===== config.mk =====
export PLATFORM = sky130hd
export DESIGN_NAME = rtc_bus_reader
export DESIGN_NICKNAME = d
export VERILOG_FILES = /design/src/rtl/rtc_bus_reader.sv
export SDC_FILE = /design/constraint.sdc
export NUM_CORES = 1
export LEC_CHECK = 0
export BUFFER_PORTS_ARGS = -buffer_cell sky130_fd_sc_hd__buf_2
export CAP_MARGIN = 25
export CORE_UTILIZATION = 54
export CTS_CLUSTER_DIAMETER = 80
export DETAILED_ROUTE_END_ITERATION = 10
export PLACE_DENSITY = 0.87
export SLEW_MARGIN = 20
export SYNTH_ARGS = -nofsm -noshare
export SYNTH_HDL_FRONTEND = slang
export SYNTH_SLANG_ARGS = --single-unit

===== constraint.sdc =====
create_clock -name clk -period 5.8 [get_ports clk]
set_clock_uncertainty 0.15 [all_clocks]
set_input_delay 0.87 -clock clk [delete_from_list [all_inputs] [get_ports clk]]
set_output_delay 0.87 -clock clk [all_outputs]
set_load 0.005 [all_outputs]

===== src/rtl/rtc_bus_reader.sv =====
// rtc_bus_reader
// ---------------------------------------------------------------------------
// Read-side bus master for the RTC register interface. A single-cycle start
// runs one multiplexed address/data read on the RTC bus. The returned BCD byte
// is captured, converted to 7-bit binary and presented with a one-cycle done
// strobe, ready to feed the load inputs of the input counters.
//
// Ports
//   clk       system clock, rising edge
//   reset     asynchronous, active-high reset
//   start     request one read; sampled only in IDLE
//   addr      RTC register address, latched when start is accepted
//   ad_in     RTC bus read data
//   ad_out    RTC bus address out
//   ad_oe     1 drives ad_out onto the bus
//   a_d       0 = address phase, 1 = data phase
//   cs_n      active-low chip select
//   rd_n      active-low read strobe
//   wr_n      active-low address-latch strobe (no data is ever written)
//   busy      high from start acceptance through the done cycle
//   done      one-cycle pulse; results valid and stable from this cycle on
//   rd_bcd    raw byte captured from the bus
//   rd_bin    binary value of rd_bcd (0 when the byte is not valid BCD)
//   bcd_err   captured byte had a nibble greater than 9
//   dbg_state current FSM state, for observation only
//
// Handshake: start is a request pulse accepted only while busy = 0; there is
// no back-pressure and nothing is queued. Each accepted start produces exactly
// one done pulse, unless reset aborts the read, in which case none is produced.
// ---------------------------------------------------------------------------
module rtc_bus_reader #(
   parameter int T_PH = 4
) (
   input  logic       clk,
   input  logic       reset,
   input  logic       start,
   input  logic [7:0] addr,
   input  logic [7:0] ad_in,
   output logic [7:0] ad_out,
   output logic       ad_oe,
   output logic       a_d,
   output logic       cs_n,
   output logic       rd_n,
   output logic       wr_n,
   output logic       busy,
   output logic       done,
   output logic [7:0] rd_bcd,
   output logic [6:0] rd_bin,
   output logic       bcd_err,
   output logic [3:0] dbg_state
);

   localparam int PW = (T_PH > 1) ? $clog2(T_PH) : 1;

   typedef enum logic [3:0] {
      IDLE     = 4'd0,
      ADDR_SET = 4'd1,
      ADDR_WR  = 4'd2,
      ADDR_HLD = 4'd3,
      DATA_SET = 4'd4,
      DATA_RD  = 4'd5,
      DATA_HLD = 4'd6,
      CONV     = 4'd7,
      DONE     = 4'd8
   } state_t;

   state_t        state_q, state_d;
   logic [PW-1:0] ph_q, ph_d;
   logic          ph_last;

   logic [7:0] ad_out_q, ad_out_d;
   logic       ad_oe_q, ad_oe_d;
   logic       a_d_q, a_d_d;
   logic       cs_n_q, cs_n_d;
   logic       rd_n_q, rd_n_d;
   logic       wr_n_q, wr_n_d;
   logic       busy_q, busy_d;
   logic       done_q, done_d;
   logic [7:0] rd_bcd_q, rd_bcd_d;
   logic [6:0] rd_bin_q, rd_bin_d;
   logic       bcd_err_q, bcd_err_d;

   logic [3:0] nib_hi, nib_lo;
   logic       nib_bad;
   logic [6:0] bin_val;

   assign ph_last = (ph_q == PW'(T_PH - 1));

   // BCD to binary: hi*10 + lo, done in 7 bits (99 max for valid input).
   assign nib_hi  = rd_bcd_q[7:4];
   assign nib_lo  = rd_bcd_q[3:0];
   assign nib_bad = (nib_hi > 4'd9) || (nib_lo > 4'd9);
   assign bin_val = ({3'b000, nib_hi} * 7'd10) + {3'b000, nib_lo};

   // Next state and phase counter
   always_comb begin
      state_d = state_q;
      ph_d    = '0;
      case (state_q)
         IDLE: begin
            if (start) state_d = ADDR_SET;
         end
         ADDR_SET, ADDR_WR, ADDR_HLD, DATA_SET, DATA_RD, DATA_HLD: begin
            if (ph_last) begin
               ph_d = '0;
               case (state_q)
                  ADDR_SET: state_d = ADDR_WR;
                  ADDR_WR:  state_d = ADDR_HLD;
                  ADDR_HLD: state_d = DATA_SET;
                  DATA_SET: state_d = DATA_RD;
                  DATA_RD:  state_d = DATA_HLD;
                  default:  state_d = CONV;
               endcase
            end else begin
               ph_d = ph_q + PW'(1);
            end
         end
         CONV:    state_d = DONE;
         DONE:    state_d = IDLE;
         default: state_d = IDLE;
      endcase
   end

   // Outputs are decoded from the next state so every pin comes straight
   // from a flop and changes on the same edge as the state itself.
   always_comb begin
      ad_oe_d   = 1'b0;
      a_d_d     = 1'b1;
      cs_n_d    = 1'b1;
      rd_n_d    = 1'b1;
      wr_n_d    = 1'b1;
      busy_d    = 1'b1;
      done_d    = 1'b0;
      ad_out_d  = ad_out_q;
      rd_bcd_d  = rd_bcd_q;
      rd_bin_d  = rd_bin_q;
      bcd_err_d = bcd_err_q;

      case (state_d)
         IDLE:     busy_d = 1'b0;
         ADDR_SET: begin ad_oe_d = 1'b1; a_d_d = 1'b0; cs_n_d = 1'b0; end
         ADDR_WR:  begin ad_oe_d = 1'b1; a_d_d = 1'b0; cs_n_d = 1'b0; wr_n_d = 1'b0; end
         // Address stays driven past the strobe to give the RTC hold time.
         ADDR_HLD: begin ad_oe_d = 1'b1; a_d_d = 1'b0; end
         DATA_SET: cs_n_d = 1'b0;
         DATA_RD:  begin cs_n_d = 1'b0; rd_n_d = 1'b0; end
         DONE:     done_d = 1'b1;
         default:  ;
      endcase

      if (state_q == IDLE && start) ad_out_d = addr;

      // Sample read data at the very end of the read strobe.
      if (state_q == DATA_RD && ph_last) rd_bcd_d = ad_in;

      if (state_q == CONV) begin
         bcd_err_d = nib_bad;
         rd_bin_d  = nib_bad ? 7'd0 : bin_val;
      end
   end

   always_ff @(posedge clk or posedge reset) begin
      if (reset) begin
         state_q   <= IDLE;
         ph_q      <= '0;
         ad_out_q  <= 8'h00;
         ad_oe_q   <= 1'b0;
         a_d_q     <= 1'b1;
         cs_n_q    <= 1'b1;
         rd_n_q    <= 1'b1;
         wr_n_q    <= 1'b1;
         busy_q    <= 1'b0;
         done_q    <= 1'b0;
         rd_bcd_q  <= 8'h00;
         rd_bin_q  <= 7'd0;
         bcd_err_q <= 1'b0;
      end else begin
         state_q   <= state_d;
         ph_q      <= ph_d;
         ad_out_q  <= ad_out_d;
         ad_oe_q   <= ad_oe_d;
         a_d_q     <= a_d_d;
         cs_n_q    <= cs_n_d;
         rd_n_q    <= rd_n_d;
         wr_n_q    <= wr_n_d;
         busy_q    <= busy_d;
         done_q    <= done_d;
         rd_bcd_q  <= rd_bcd_d;
         rd_bin_q  <= rd_bin_d;
         bcd_err_q <= bcd_err_d;
      end
   end

   assign ad_out    = ad_out_q;
   assign ad_oe     = ad_oe_q;
   assign a_d       = a_d_q;
   assign cs_n      = cs_n_q;
   assign rd_n      = rd_n_q;
   assign wr_n      = wr_n_q;
   assign busy      = busy_q;
   assign done      = done_q;
   assign rd_bcd    = rd_bcd_q;
   assign rd_bin    = rd_bin_q;
   assign bcd_err   = bcd_err_q;
   assign dbg_state = state_q;

endmodule


==> impl_metrics.yaml <==
outcome:
  outcome: "finished clean"
timing:
  worst-slew-pin-transition_ns: 0.576
  slew-limit-headroom_pct: 61.5
  fin_tns_setup_ns: 0
  period_needed_ns: 2.45
  timing.final.crit_share_pct: 42.2
  fmax_mhz: 409
  hold_viol_final: 0
  rsz0062_at_grt: "no"
  slew_violations: 0
  setup_viol_count_final: 0
clock_network:
  htree_num_levels: 2
  ctsLongestPathBuffers: 2
  clock_latency_ns: 0.34
  cts-root-buf: "clkbuf_4"
  numCtsBuffers: 5
  post-cts-setup-buffer-count: 0
  clock-sinks: 37
  tritoncts: "built"
  cts_hold_buf: 0
  clkTransAtPathRegs_ns: 0.10
  ctsResizeCount: 0
synthesis:
  yosysSeqAreaShare_pct: 54.0
  synth_edf_count: 0
  synth_ff_type: "dfrtp_1"
  syn_avg_cell_area_um2: 12.4
  synth-seq-cells: 37
  yosysUniqueCellTypes: 35
  synthesis.area_um2: 1720
  yosys_warnings: 0
  netlist_instances: 139
  synth_nets: 167
  async_reset_ff_share_pct: 100
finish:
  multi_input_area_um2: 728
  nets: 222
  drive_gt1_share_pct: 43.6
  design_area_um2: 2080
  diodes: 0
  fillCellCount: 242
  syn2layout_area_growth_pct: 20.8
  seq_area_um2: 931
critical_path:
  max_stage_delay_ns: 0.46
  worstPathRequired_ns: 5.89
  critical_path_class: "flop to flop"
  r2r_setup_slack_ns: 3.35
  cp_common_cell: "ha_1"
  startpoint_type: "flop"
  crit_chain: "ha_1 > ha_1 > inv_1 > fa_1 > nor4b_1 > xnor2_1 > a22o_1"
  path_buf_inv: 1
  cpLargestDelayFamily: "adder cells"
  cp_max_fo: 6
  crit_path_end_kind: "flop"
  arrival_ns: 2.53
  crit_slowest_cell: "dfrtp_1"
grt:
  grt_start_max_net_pins: 38
  grt-ovfl-total: 0
  grt_pass1_wl_mm: 4.90
  antenna_found_initial: 0
  grt_usage_pct: 19.8
  grt_pass1_vias: 1107
min_path:
  worstHoldPathType: "flop to flop"
floorplan:
  core_area_um2: 3050
  ios: 54
  start_util_pct: 56.5
  dieArea_um2: 3420
  die_h_um: 58.5
  dieWidth_um: 58.5
  core.rowCount: 20
power:
  pwr-share-comb_pct: 43.3
  power_w: 0.00107
  p_int_w: 0.000692
  clkPwrFrac_pct: 14.0
  ir_drop_v: 0.000255
  net-switching-power_w: 0.000374
  power_density_nw_per_um2: 512
  p_sw_share_pct: 35.1
  seqPwrFrac_pct: 42.7
  leakage_nw: 1.07
drt:
  via_per_inst: 5.16
  antenna_left: 0
  wl_per_cell_um: 13.1
  route.vias.total: 1234
  drcViolationCount: 0
  first_pass_iters: 4
  drt-initial-drc-count: 36
  routed_wl_mm: 3.14
place:
  placed_cell_area_um2: 2010
  io_buffers: 53
  place_hpwl_mm: 2.33
  gp_congestion: 0.779
job:
  maxCapViolCount: 0
per-layer routing:
metal | track usage (%) | up-vias | routed length, um
met4 | 12.2 | 0 | 71
li1 | - | 591 | -
met2 | 30.9 | 43 | 1470
met5 | 0 | - | 0
met3 | 5.05 | 9 | 173
met1 | 24.9 | 591 | 1420
worst reg2reg max path, cell delays in order (launching register included):
cell,delay [ns]
dfrtp_1,0.46
ha_1,0.33
ha_1,0.20
inv_1,0.07
fa_1,0.44
nor4b_1,0.39
xnor2_1,0.11
a22o_1,0.20
Yosys cell counts, types with 2 or more instances:
cell type   n  share of area, %
a21oi_1     4               1.2
a22o_1      3               1.5
buf_6       2               1.3
clkbuf_1    3              0.65
dfrtp_1    33                48
dfstp_2     4               6.1
fa_1        2               2.3
ha_1        7               5.1
inv_1       7               1.5
mux2_2      7               4.6
mux2_4      8               7.0
nand2_1    13               2.8
nand3_1     2              0.58
nand3b_1    2              0.87
nor2_1      8               1.7
nor2b_1     2              0.73
o21ai_0    11               3.2
xnor2_1     3               1.5
xor2_1      2               1.0
sequential cells by signal (all words and copies together) (netlist names):
register / cells
ph_q: 2
rd_bcd: 8
busy: 1
a_d: 1
bcd_err: 1
ad_oe: 1
rd_bin: 7
cs_n: 1
done: 1
ad_out: 8
rd_n: 1
dbg_state: 4
wr_n: 1
worst paths after layout:
kind                            from         to  cells past startpoint
setup reg to reg           rd_bcd[5]  rd_bin[6]                      7
hold / removal               ph_q[0]    ph_q[0]                      1
setup / recovery           rd_bcd[5]  rd_bin[6]                      7
min in group asynchronous      reset  ad_out[1]                      3
max in group asynchronous      reset       rd_n                      3
hold reg to reg              ph_q[0]    ph_q[0]                      1
through the flow:
stage	setup WS [ns]	hold WS, ns	std cells	util (%)
after floorplan	3.48	0.266	139	-
final	3.35	0.299	239	68.2
after CTS	3.35	0.303	239	68.2
after global routing	3.22	0.325	239	68.2
after global placement	3.47	0.278	231	65.9
after detailed placement	3.35	0.289	231	65.9
placed cells by master (no fill, tap or decap), types with 2 or more instances in the layout:
cell,n
a21oi_1,4
a22o_1,3
buf_2,53
clkbuf_4,5
clkbuf_8,2
dfrtp_1,33
dfstp_2,4
fa_1,2
ha_1,7
inv_1,7
mux2_2,7
mux2_4,8
nand2_1,13
nand3_1,2
nand3b_1,2
nor2_1,8
nor2b_1,2
o21ai_0,11
xnor2_1,3
xor2_1,2
cells by family after synthesis:
logic type	after synthesis	share of synthesized area (%)
simple gates	36	11.8
compound gates	24	9.00
mux	15	11.5
buf+inv	13	3.77
flops	37	54.0
fa+ha+maj	9	7.40
xor+xnor	5	2.54
power groups by stage:
stage | registers, W | logic (W) | clock network [W]
global route | 0.000468 | 0.000511 | 0.000166
global placement | 0.000451 | 0.000445 | 0
CTS | 0.000455 | 0.000465 | 0.000152
floorplan | 0.000448 | 0.000322 | 0
detailed placement | 0.000460 | 0.000463 | 0
finish | 0.000455 | 0.000461 | 0.000150
layout make-up:
cell class,instances,area share [%]
Timing Repair Buffer,54,13.1
Clock inverter,1,0.240
Inverter,7,1.26
Multi-Input combinational cell,89,35.0
Clock buffer,7,3.12
Sequential cell,37,44.7
Tap cell,44,2.64
Note: power is estimated with default switching activity, not from simulation.
